`src/rtl/sprite_rom_arbiter_pkg.sv`:
```
// sprite_pkg: shared types and constants for the sprite ROM arbiter.
//   req_id_e : requester index order (bird, pipe, score digits, coin)
//   SPRITE_ADDR_W / SPRITE_PAL_W : atlas address and palette index widths
//   pal_t    : one palette index
package sprite_pkg;
  localparam int SPRITE_NUM_REQ = 4;
  localparam int SPRITE_ADDR_W  = 19;
  localparam int SPRITE_PAL_W   = 4;

  typedef enum logic [1:0] {
    REQ_BIRD  = 2'd0,
    REQ_PIPE  = 2'd1,
    REQ_SCORE = 2'd2,
    REQ_COIN  = 2'd3
  } req_id_e;

  typedef logic [SPRITE_PAL_W-1:0] pal_t;
endpackage

```
`src/rtl/sprite_rom_arbiter_if.sv`:
```
// Requester / ROM bus of the sprite ROM arbiter.
//   req_valid/req_addr/req_ready : per-requester read handshake (addr packed, i at [i*ADDR_W +: ADDR_W])
//   mem_rd/mem_addr/mem_data     : single synchronous ROM port (data one cycle after mem_rd)
//   rsp_valid/rsp_data           : one-cycle response strobe plus data
//   palt_hold                    : last palette index returned to each requester
// Modports: slave = arbiter side, master = requesters + ROM side.
interface sprite_rom_arbiter_if
  import sprite_pkg::*;
#(
  parameter int NUM_REQ = SPRITE_NUM_REQ,
  parameter int ADDR_W  = SPRITE_ADDR_W,
  parameter int PAL_W   = SPRITE_PAL_W
);
  logic [NUM_REQ-1:0]        req_valid;
  logic [NUM_REQ*ADDR_W-1:0] req_addr;
  logic [NUM_REQ-1:0]        req_ready;
  logic                      mem_rd;
  logic [ADDR_W-1:0]         mem_addr;
  logic [PAL_W-1:0]          mem_data;
  logic [NUM_REQ-1:0]        rsp_valid;
  logic [PAL_W-1:0]          rsp_data;
  logic [NUM_REQ*PAL_W-1:0]  palt_hold;

  modport slave (
    input  req_valid, req_addr, mem_data,
    output req_ready, mem_rd, mem_addr, rsp_valid, rsp_data, palt_hold
  );

  modport master (
    output req_valid, req_addr, mem_data,
    input  req_ready, mem_rd, mem_addr, rsp_valid, rsp_data, palt_hold
  );
endinterface

```
`src/rtl/sprite_rom_arbiter_rr_arbiter.sv`:
```
// rr_arbiter: one-hot grant among NUM_REQ requesters, one grant per clock.
//   Clk, Reset_n    : clock, async active-low reset (also gates the grant)
//   frame_start     : clears the rotation pointer (grant this cycle still uses old ptr)
//   req             : request vector
//   gnt / gnt_idx   : one-hot grant and its index (idx 0 when no grant)
// Build option SPRITE_ARB_FIXED_PRIO_EN: lowest index wins, pointer held at 0.
module rr_arbiter #(
  parameter  int NUM_REQ = 4,
  localparam int IDX_W   = (NUM_REQ > 1) ? $clog2(NUM_REQ) : 1
) (
  input  logic               Clk,
  input  logic               Reset_n,
  input  logic               frame_start,
  input  logic [NUM_REQ-1:0] req,
  output logic [NUM_REQ-1:0] gnt,
  output logic [IDX_W-1:0]   gnt_idx
);
  logic [IDX_W-1:0] ptr_q, ptr_d;
  logic [IDX_W-1:0] cand;
  logic             found;

  always_comb begin
    gnt     = '0;
    gnt_idx = '0;
    found   = 1'b0;
    cand    = '0;
    for (int k = 0; k < NUM_REQ; k++) begin
`ifdef SPRITE_ARB_FIXED_PRIO_EN
      cand = IDX_W'(k);
`else
      // Scan starts at ptr and wraps, so the first hit is the next in rotation.
      cand = IDX_W'((int'(ptr_q) + k) % NUM_REQ);
`endif
      if (!found && req[cand]) begin
        found   = 1'b1;
        gnt_idx = cand;
      end
    end
    // No grants while reset is held.
    if (!Reset_n) begin
      found   = 1'b0;
      gnt_idx = '0;
    end
    if (found) gnt[gnt_idx] = 1'b1;
  end

  always_comb begin
`ifdef SPRITE_ARB_FIXED_PRIO_EN
    ptr_d = '0;
`else
    ptr_d = ptr_q;
    if (found) ptr_d = (int'(gnt_idx) == NUM_REQ-1) ? '0 : gnt_idx + 1'b1;
    if (frame_start) ptr_d = '0;
`endif
  end

  always_ff @(posedge Clk or negedge Reset_n) begin
    if (!Reset_n) ptr_q <= '0;
    else          ptr_q <= ptr_d;
  end
endmodule

```
`src/rtl/sprite_rom_arbiter.sv`:
```
// sprite_rom_arbiter: shares one synchronous sprite ROM among NUM_REQ pixel
// requesters with round-robin arbitration and one read per clock.
//   Clk, Reset_n : clock, async active-low reset
//   frame_start  : resynchronises the arbitration pointer
//   bus          : slave side of sprite_rom_arbiter_if (handshake, ROM port,
//                  response strobe, per-requester palette hold)
// Build option SPRITE_ARB_FIXED_PRIO_EN selects fixed priority inside rr_arbiter.
module sprite_rom_arbiter
  import sprite_pkg::*;
#(
  parameter  int NUM_REQ = SPRITE_NUM_REQ,
  parameter  int ADDR_W  = SPRITE_ADDR_W,
  parameter  int PAL_W   = SPRITE_PAL_W,
  localparam int IDX_W   = (NUM_REQ > 1) ? $clog2(NUM_REQ) : 1
) (
  input  logic                 Clk,
  input  logic                 Reset_n,
  input  logic                 frame_start,
  sprite_rom_arbiter_if.slave  bus
);
  logic [NUM_REQ-1:0]       gnt;
  logic [IDX_W-1:0]         gnt_idx;
  logic [NUM_REQ-1:0]       tag_q, tag_d;
  logic                     inflight_q, inflight_d;
  logic [NUM_REQ*PAL_W-1:0] palt_q, palt_d;

  rr_arbiter #(.NUM_REQ(NUM_REQ)) u_arb (
    .Clk         (Clk),
    .Reset_n     (Reset_n),
    .frame_start (frame_start),
    .req         (bus.req_valid),
    .gnt         (gnt),
    .gnt_idx     (gnt_idx)
  );

  assign bus.req_ready = gnt;
  assign bus.mem_rd    = |gnt;
  assign bus.mem_addr  = (|gnt) ? bus.req_addr[gnt_idx*ADDR_W +: ADDR_W] : '0;

  // The tag travels with the read so the returning data lands in the right
  // hold entry while the next read is already being issued.
  always_comb begin
    tag_d      = gnt;
    inflight_d = |gnt;
    palt_d     = palt_q;
    for (int i = 0; i < NUM_REQ; i++)
      if (tag_q[i]) palt_d[i*PAL_W +: PAL_W] = bus.mem_data;
  end

  always_ff @(posedge Clk or negedge Reset_n) begin
    if (!Reset_n) begin
      tag_q      <= '0;
      inflight_q <= 1'b0;
      palt_q     <= '0;
    end else begin
      tag_q      <= tag_d;
      inflight_q <= inflight_d;
      palt_q     <= palt_d;
    end
  end

  assign bus.rsp_valid = tag_q;
  assign bus.rsp_data  = inflight_q ? bus.mem_data : '0;
  assign bus.palt_hold = palt_q;
endmodule

```
`src/flat_wrapper.sv`:
```
// flat-port wrapper written by rule: the top's interface ports become plain ports
module sprite_rom_arbiter_flat import sprite_pkg::*;
#(
  parameter  int NUM_REQ = SPRITE_NUM_REQ,
  parameter  int ADDR_W  = SPRITE_ADDR_W,
  parameter  int PAL_W   = SPRITE_PAL_W,
  localparam int IDX_W   = (NUM_REQ > 1) ? $clog2(NUM_REQ) : 1
)
  (Clk, Reset_n, frame_start, bus_req_valid, bus_req_addr, bus_mem_data, bus_req_ready, bus_mem_rd, bus_mem_addr, bus_rsp_valid, bus_rsp_data, bus_palt_hold);
  sprite_rom_arbiter_if #(.NUM_REQ(NUM_REQ), .ADDR_W(ADDR_W), .PAL_W(PAL_W)) bus_i ();
  input  logic Clk;
  input  logic Reset_n;
  input  logic frame_start;
  input wire logic [$bits(bus_i.req_valid)-1:0] bus_req_valid;
  input wire logic [$bits(bus_i.req_addr)-1:0] bus_req_addr;
  input wire logic [$bits(bus_i.mem_data)-1:0] bus_mem_data;
  output wire logic [$bits(bus_i.req_ready)-1:0] bus_req_ready;
  output wire logic [$bits(bus_i.mem_rd)-1:0] bus_mem_rd;
  output wire logic [$bits(bus_i.mem_addr)-1:0] bus_mem_addr;
  output wire logic [$bits(bus_i.rsp_valid)-1:0] bus_rsp_valid;
  output wire logic [$bits(bus_i.rsp_data)-1:0] bus_rsp_data;
  output wire logic [$bits(bus_i.palt_hold)-1:0] bus_palt_hold;
  assign bus_i.req_valid = bus_req_valid;
  assign bus_i.req_addr = bus_req_addr;
  assign bus_i.mem_data = bus_mem_data;
  assign bus_req_ready = bus_i.req_ready;
  assign bus_mem_rd = bus_i.mem_rd;
  assign bus_mem_addr = bus_i.mem_addr;
  assign bus_rsp_valid = bus_i.rsp_valid;
  assign bus_rsp_data = bus_i.rsp_data;
  assign bus_palt_hold = bus_i.palt_hold;
  sprite_rom_arbiter #(.NUM_REQ(NUM_REQ), .ADDR_W(ADDR_W), .PAL_W(PAL_W)) u_core (.Clk(Clk), .Reset_n(Reset_n), .frame_start(frame_start), .bus(bus_i));
endmodule
```
`config.mk`:
```
export PLATFORM = sky130hd
export DESIGN_NAME = sprite_rom_arbiter_flat
export DESIGN_NICKNAME = d
export VERILOG_FILES = /design/src/rtl/sprite_rom_arbiter_pkg.sv /design/src/rtl/sprite_rom_arbiter_if.sv /design/src/rtl/sprite_rom_arbiter_rr_arbiter.sv /design/src/rtl/sprite_rom_arbiter.sv /design/src/flat_wrapper.sv
export SDC_FILE = /design/constraint.sdc
export NUM_CORES = 1
export LEC_CHECK = 0
export CELL_PAD_IN_SITES_DETAIL_PLACEMENT = 0
export CELL_PAD_IN_SITES_GLOBAL_PLACEMENT = 1
export CORE_UTILIZATION = 24
export DETAILED_ROUTE_END_ITERATION = 6
export PLACE_DENSITY_LB_ADDON = 0.1
export SETUP_SLACK_MARGIN = 0.3
export SLEW_MARGIN = 10
export SYNTH_ARGS = -nofsm -noshare
export SYNTH_HDL_FRONTEND = slang
export SYNTH_SLANG_ARGS = --single-unit
export TNS_END_PERCENT = 10
```
`constraint.sdc`:
```
create_clock -name Clk -period 6.2 [get_ports Clk]
set_clock_uncertainty 0.05 [all_clocks]
set_input_delay 1.24 -clock Clk [delete_from_list [all_inputs] [get_ports Clk]]
set_output_delay 1.24 -clock Clk [all_outputs]
set_load 0.005 [all_outputs]
```
# Word-level counts from Yosys, hierarchy flattened
# Cells that the tools add are included.
# word_totals
ff_bits	23
inputBits	87
output_inout_bits	48
wordCells	55
# classes
addsub	4
multipliers	1
order_cmp	6
eq_ne	1
shifts	1
mux	26
reduce_logical	9
# ops
operator	n
$shiftx 76x8->19	1
$mux 19	1
$mux 2	8
$lt 2x3->1 const B	5
$mux 1	10
$bmux 1 s2	4
$mux 4	2
$mul 2x5->7 const B	1
$add 2x1->2 const B	2
$add 2x2->2 const B	2
$logic_and 1x1->1	4
$reduce_or 4->1	1
$logic_not 1->1	3
$demux 1 s2	1
$eq 2x1->1 const B	1
$ge 2x1->1 const B	1
$reduce_bool 2->1	1

# Depth between registers and ports, before layout
# Gate-level depths: netlist of run 1.
# depth
word_depth	20
mapped_depth	11
depth_no_buf	8

# Modules after synthesis
# A second synthesis of run 1 with hierarchy kept.
# unflattened
cells_unflattened	123
hier_area_um2	1697.9
# modules_own_cells
module	instances	cells_per_inst	area_per_inst_um2	seq_area_each_um2
sprite_rom_arbiter	1	86	1367.6	525.5
rr_arbiter	1	37	330.3	50.0

# Worst setup path after synthesis of run 1
# OpenSTA, ideal clock, no wires.
# synth_path
kind	input -> output
start	input bus_req_valid[2]
end	output bus_mem_addr[10]
arrival_ps	3309
required_ps	4910
setup_slack_ps	1601
path_stages	9
path_buffers	2
cell_sequence	o41a_4 -> o211ai_2 -> buf_6 -> inv_1 -> ha_1 -> o41a_2 -> o221ai_2 -> buf_6 -> o22ai_1
# synth_via
elab_chain_len	20
elab_cells_between_ends	34
classes_between	1 x mul; 2 x order compare; 1 x shift; 22 x mux; 8 x reduce/logical
# synth_rtl
item	line_no	text
from (decl)	flat_wrapper.sv:14	input wire logic [$bits(bus_i.req_valid)-1:0] bus_req_valid;
$bmux 1 s2	sprite_rom_arbiter_rr_arbiter.sv:34	if (!found && req[cand]) begin
$mux 1 (implied by the code)	sprite_rom_arbiter_rr_arbiter.sv:34	
$mux 1	sprite_rom_arbiter_rr_arbiter.sv:34	
$logic_not 1->1	sprite_rom_arbiter_rr_arbiter.sv:34	
$logic_and 1x1->1	sprite_rom_arbiter_rr_arbiter.sv:34	
$mux 1	sprite_rom_arbiter_rr_arbiter.sv:34	
$logic_not 1->1	sprite_rom_arbiter_rr_arbiter.sv:34	
$logic_and 1x1->1	sprite_rom_arbiter_rr_arbiter.sv:34	
[5 not listed]	--	
$lt 2x3->1 (implied by the code) / $ge 2x1->1 (equally long branches)	sprite_rom_arbiter_rr_arbiter.sv:44	if (found) gnt[gnt_idx] = 1'b1;
$logic_and 1x1->1 (implied by the code)	sprite_rom_arbiter_rr_arbiter.sv:44	
$mux 1 (implied by the code)	sprite_rom_arbiter_rr_arbiter.sv:44	
$demux 1 s2	sprite_rom_arbiter_rr_arbiter.sv:44	
$mux 4 *	sprite_rom_arbiter_rr_arbiter.sv:44	
$reduce_or 4->1 *	--	
net bus_mem_rd	flat_wrapper.sv:18	output wire logic [$bits(bus_i.mem_rd)-1:0] bus_mem_rd;
$mux 19 *	sprite_rom_arbiter.sv:38	assign bus.mem_addr = (|gnt) ? bus.req_addr[gnt_idx*ADDR_W +: ADDR_W] : '0;
to (decl)	flat_wrapper.sv:19	output wire logic [$bits(bus_i.mem_addr)-1:0] bus_mem_addr;
# Mark *: on every way through the listed nets, which the timed path passes. The rest lies on a longest branch. The select of a mux whose other input is x is not followed.

# Worst setup path in the final report of run 1
# layout_path
start	input bus_req_valid[3]
end	output bus_mem_addr[6]
# layout_via
elab_chain_len	20
elab_cells_between_ends	34
classes_between	1 x mul; 2 x order compare; 1 x shift; 22 x mux; 8 x reduce/logical
# layout_rtl
item	line_no
parallel branches: the longest is 19 deep, another holds $bmux 1 s2	--
$mux 19 *	sprite_rom_arbiter.sv:38
# Mark *: on every way between the ends. The select of a mux whose other input is x is not followed.

==> results of run 1 <==
-- cell families after synthesis --
logic type               Yosys count  synth area share [%]
AO/OA/AOI/OAI                     48                  22.1
adder cells (fa/ha/maj)            4                  3.21
AND/OR/NAND/NOR                   16                  6.19
buffers and inverters             12                  6.51
multiplexers                      37                  25.1
flip-flops                        23                  36.9
-- final cells by class --
type,instances,area (um^2),area share [%]
clock inverter,1,5.00,0.168
timing repair buffer,137,1360,45.8
multi-input combinational,105,890,29.8
inverter,3,11.3,0.378
tap,75,93.8,3.15
sequential,23,576,19.3
clock buffer,3,41.3,1.39
-- final timing paths --
check                                         start                  endpoint  slack, ns  cells past startpoint
hold reg to reg            u_core.bus.palt_hold[15]  u_core.bus.palt_hold[15]       0.46                      1
setup / recovery                   bus_req_valid[3]           bus_mem_addr[6]       0.48                      9
setup reg to reg              u_core.u_arb.ptr_q[0]         u_core.inflight_q       4.01                      6
hold / removal             u_core.bus.palt_hold[15]  u_core.bus.palt_hold[15]       0.46                      1
min in group asynchronous                   Reset_n   u_core.bus.palt_hold[7]       1.49                      2
max in group asynchronous                   Reset_n         u_core.inflight_q       4.38                      2
-- worst register-to-register path, cell delays in order, from the launching register on --
cell	delay [ns]
dfrtp_1	0.43
nand2b_1	0.17
and2_1	0.18
o221ai_1	0.36
inv_1	0.12
ha_1	0.21
o41a_2	0.54
-- metrics by stage --
| stage | cell area (um^2) | instances |
|---|---|---|
| 2_1_floorplan | 1560 | 140 |
| 3_3_place_gp | 2930 | 343 |
| 3_5_place_dp | 2930 | 343 |
| 4_1_cts | 2980 | 347 |
| 5_1_grt | 2980 | 347 |
| 6_report | 2980 | 347 |
-- sequential cells by signal, indices dropped and copies added, names as in the netlist --
register              flops
u_core.bus.rsp_valid      4
u_core.bus.palt_hold     16
u_core.inflight_q         1
u_core.u_arb.ptr_q        2
-- cells in the mapped netlist, types with 2 or more instances --
cell type	count
dfrtp_1	23
buf_6	2
nor2_1	2
ha_1	4
mux2_2	16
and2_1	5
inv_1	3
buf_4	5
and2_2	4
mux2i_1	21
o22ai_1	38
buf_8	2
-- where the power goes --
part	switching [W]	internal (W)
registers	0.0000197	0.000184
clock network	0.0000467	0.0000449
logic	0.0000919	0.000191
-- layer usage --
metal  routed length, um  GRT usage, %  vias up
met5                   0             0        -
li1                    -             -      815
met3                 322          3.52        4
met4                  49          2.93        0
met2                2880          27.0       61
met1                2210          18.9      740
==> reports/results.tsv, run 1 <==
metric	value	unit
outcome	finished, final reports clean	
drt drc	0	
area share of the largest cell type after synthesis	36.9	%
Die Ht	82.6	um
Detail Placement HPWL	4350	um
Port-buffer cells	134	
CP Max Fanout	19	
Startpoint Class	input pin	
Data arrival, critical path	4.43	ns
via count	1620	
RSZ-0062 raised after global routing	false	
antenna cells	0	
most frequent cells in the layout	clkdlybuf4s50_1 (134), o22ai_1 (38), dfrtp_1 (23)	
Post-CTS Hold Fix Bufs	0	
initial antenna violation count	0	
CP max-delay cell	o41a_4	
Vias/cell	4.67	
CP Buf/Inv Count	3	
Clock Pin Slew Worst Setup and Hold Paths	0.07	ns
root buffer cell	clkbuf_8	
Syn Std Cell Area	1560	um^2
First DRT Iteration DRCs	54	
Final Hold Viols	0	
largest net degree at the start of global routing	39	
Yosys cell types	27	
Post-CTS Setup Bufs	0	
max cap viols	0	
Avg Cell Area, Syn	11.1	um^2
Filler cells	604	
Syn Nets	231	
CTS Buf Count	3	
Max VDD drop	0.132	mV
Placer Congestion	0.755	
Tot Pwr	0.000578	W
slew margin rel.	35.4	%
Min Clock Period, post-route	5.72	ns
wire per inst	15.7	um
GRT overflow	0	
PostCTS Resize Cnt	0	
register area share after synthesis	36.9	%
I/O Pins	135	
ys flop type	dfrtp_1	
first-pass GRT wire length	7820	um
final worst-path cycle share	92.3	%
DIE AREA	6820	um^2
synth top area cells	dfrtp_1 (37%), o22ai_1 (15%), mux2i_1 (13%)	
CTS Buffer Depth	2	
Final Util	48.9	%
WL final	5460	um
final setup vio count	0	
CTS tree	yes	
kind of cell adding the most delay to the critical path	compound AO/OA/AOI/OAI gates	
vias in the first global route	1554	
Core Area	6100	um^2
P per Cell Area	194	nW/um^2
FMAX	175	MHz
Die W	82.6	um
Required @ worst endpoint	4.91	ns
Max H-tree Level	1	
leak pwr	1.26	nW
crit path cell chain	clkdlybuf4s50_1, o41a_4, o211ai_4, inv_1, ha_1, o41a_2, o221ai_2, o22ai_1, clkdlybuf4s50_1	
area grow syn2layout	91.3	%
DR pass1 iterations	4	
asr flop ratio synth	100	%
All-Layer GR Usage	15.3	%
Slew Viols, Final	0	
fin nets	364	
Skew-Pair Late Insertion Delay	0.26	ns
hold crit path type	reg -> reg	
pre-CTS setup slack	0.491	ns
Post-synth EDFFs	0	
row cnt	28	
post-synthesis register bit count	23	
setup TNS	0	ns
final worst slack	0.480	ns
fraction of layout instances using a drive strength above 1	11.8	%
clock sink total	23	
Most Frequent Cell on Critical Path	clkdlybuf4s50_1	
most common cell after layout, fill and taps aside	clkdlybuf4s50_1	
crit end category	output port	
largest area contributor in the netlist	dfrtp_1	
Crit path largest cell delay	0.57	ns
synth warn	0	
hold_ws	0.457	ns
worst-margin pin slew	0.969	ns
Initial Util	25.6	%
ANT nets after route	0	
Gate Count Post-Synth	140	
CP Class	in -> out	
No activity file was read; power rests on OpenSTA's default activity.
==> run 2, diff against run 1 <==
--- a/config.mk
+++ b/config.mk
@@ -11,7 +11,7 @@
 export DETAILED_ROUTE_END_ITERATION = 6
 export PLACE_DENSITY_LB_ADDON = 0.1
 export SETUP_SLACK_MARGIN = 0.3
-export SLEW_MARGIN = 10
+export SLEW_MARGIN = 20
 export SYNTH_ARGS = -nofsm -noshare
 export SYNTH_HDL_FRONTEND = slang
 export SYNTH_SLANG_ARGS = --single-unit
==> results of run 2 <==
Final layout, timing and power as in run 1 (identical DEF).
==> run 3, diff against run 2 <==
--- a/config.mk
+++ b/config.mk
@@ -7,7 +7,7 @@
 export LEC_CHECK = 0
 export CELL_PAD_IN_SITES_DETAIL_PLACEMENT = 0
 export CELL_PAD_IN_SITES_GLOBAL_PLACEMENT = 1
-export CORE_UTILIZATION = 24
+export CORE_UTILIZATION = 22
 export DETAILED_ROUTE_END_ITERATION = 6
 export PLACE_DENSITY_LB_ADDON = 0.1
 export SETUP_SLACK_MARGIN = 0.3
==> constraint.sdc (replaced) <==
create_clock -name Clk -period 5.7 [get_ports Clk]
set_clock_uncertainty 0.05 [all_clocks]
set_input_delay 1.14 -clock Clk [delete_from_list [all_inputs] [get_ports Clk]]
set_output_delay 1.14 -clock Clk [all_outputs]
set_load 0.005 [all_outputs]
==> reports/results.tsv, run 3 (synthesized netlist as in run 1, its figures left out) <==
metric	value	unit	change
outcome	finished, final reports clean		
worst-case hold path end point	u_core.bus.palt_hold[14]		
fraction of layout instances using a drive strength above 1	12.8	%	+1.0 points
Reg-to-Reg Start	u_core.u_arb.ptr_q[1]		
Final Hold Viols	0		unchanged
hold path cells	1		unchanged
final worst-path cycle share	92.0	%	
worst reg2reg setup slack	3.33	ns	-0.68 ns
wire per inst	15.8	um	+0.67%
antenna cells	0		unchanged
row cnt	30		+7.1%
RSZ-0062 raised after global routing	true		
setup TNS	0	ns	unchanged
Reg2Reg Depth	6		unchanged
WL final	5860	um	+7.3%
CP Class	in -> out		
GRT overflow	0		unchanged
worst reg2reg path endpoint	u_core.inflight_q		
Data arrival, critical path	4.06	ns	-0.37 ns
kind of cell adding the most delay to the critical path	compound AO/OA/AOI/OAI gates		
root buffer cell	clkbuf_8		
clock sink total	23		unchanged
All-Layer GR Usage	15.5	%	+0.25 points
largest net degree at the start of global routing	39		unchanged
Clock Pin Slew Worst Setup and Hold Paths	0.08	ns	about the same
Hold Path Origin	u_core.bus.palt_hold[14]		
CTS Buf Count	3		unchanged
hold crit path type	reg -> reg		
most common cell after layout, fill and taps aside	clkdlybuf4s50_1		
FMAX	191	MHz	
power share of the clock group	15.1	%	-0.7 points
switch share	27.8	%	+0.36 points
internal power component	0.000462	W	+10%
Placer Congestion	0.862		+14%
max FFs per register	16		unchanged
Die W	86.1	um	+4.3%
max cap viols	0		unchanged
First DRT Iteration DRCs	36		-33%
leak pwr	1.28	nW	+1.4%
Crit path largest cell delay	0.57	ns	about the same
Detail Placement HPWL	4400	um	+1.1%
Core Area	6830	um^2	+12%
Vias/cell	4.64		-0.54%
I/O Pins	135		unchanged
Post-CTS Hold Fix Bufs	0		unchanged
crit path cell chain	clkdlybuf4s50_1, nand2b_1, and2_1, o221ai_4, inv_1, ha_1, o41a_4, o221ai_4, o22ai_1, clkdlybuf4s50_1		
crit end category	output port		
CP Max Fanout	10		-9
Sequential Power Share	35.0	%	-0.2 points
DR pass1 iterations	4		unchanged
Max H-tree Level	1		unchanged
placed cell area	2970	um^2	+1.2%
ANT nets after route	0		unchanged
drt drc	0		unchanged
Port-buffer cells	134		unchanged
Min Clock Period, post-route	5.25	ns	
DIE AREA	7420	um^2	+8.9%
Skew-Pair Late Insertion Delay	0.25	ns	about the same
cell area after layout	3090	um^2	+3.8%
P per Cell Area	207	nW/um^2	+6.6%
CTS Buffer Depth	2		unchanged
Required @ worst endpoint	4.51	ns	-0.40 ns
fin nets	366		+0.55%
Max VDD drop	0.0733	mV	-45%
area of the multi-input gates	971	um^2	+9.1%
Storage cell area	576	um^2	unchanged
Post-CTS Setup Bufs	0		unchanged
CP Buf/Inv Count	3		unchanged
slew margin rel.	66.2	%	+31 points
worst-margin pin slew	0.506	ns	-0.463 ns
hold_ws	0.458	ns	+0.000370 ns
final setup vio count	0		unchanged
Initial Util	22.8	%	-2.8 points
Startpoint Class	input pin		
via count	1718		+6.0%
first-pass GRT wire length	9110	um	+16%
CTS tree	yes		
switching pwr	0.000178	W	+12%
Filler cells	673		+11%
area grow syn2layout	98.6	%	
logic gate share of total power	50.0	%	+1.1 points
Die Ht	86.1	um	+4.3%
Slew Viols, Final	0		unchanged
most frequent cells in the layout	clkdlybuf4s50_1 (134), o22ai_1 (38), dfrtp_1 (23)		
CP max-delay cell	o41a_4		
vias in the first global route	1811		+17%
initial antenna violation count	0		unchanged
run 3: layer usage:
metal	part of all wire, %	GRT usage (%)	wire (um)
met1	41	18.2	2420
met2	50	28.0	2960
met3	5.7	3.08	333
met4	2.5	5.45	149
met5	0	0	0
run 3: per-stage QoR:
step	cells	power (W)	setup slack, ns	utilization (%)
final	370	0.000639	0.454	45.3
after global routing	370	0.000681	0.288	45.3
after global placement	365	0.000537	0.263	43.4
after floorplan	140	0.000340	1.30	-
after detailed placement	365	0.000537	0.235	43.4
after CTS	369	0.000639	0.362	44.4
run 3: power by group through the flow:
stage / clock (W) / sequential, W / combinational, W
finish: 0.0000963 / 0.000223 / 0.000320
global route: 0.000106 / 0.000230 / 0.000344
CTS: 0.000101 / 0.000223 / 0.000315
detailed placement: 0 / 0.000226 / 0.000311
global placement: 0 / 0.000225 / 0.000311
floorplan: 0 / 0.000225 / 0.000115
run 3: worst max path at each step:
stage | from | endpoint | cells after the start
after global routing | bus_req_valid[0] | bus_mem_addr[11] | 10
after floorplan | bus_req_valid[2] | bus_mem_addr[10] | 9
final | bus_req_valid[0] | bus_mem_addr[18] | 10
after global placement | bus_req_valid[2] | bus_mem_addr[7] | 9
after CTS | bus_req_valid[2] | bus_mem_addr[7] | 9
after detailed placement | bus_req_valid[0] | bus_mem_addr[7] | 10
run 3: area by class of cell:
cell class	instances	area share [%]
clock buffer	4	1.46
sequential	23	18.6
multi-input combinational	106	31.4
timing repair buffer	138	44.3
inverter	3	0.364
tap	96	3.88
run 3: what timing repair did:
item	in CTS	in global routing
gates cloned	0	1
pin swaps	0	1
setup endpoints to repair	19	18
resized for setup	3	5
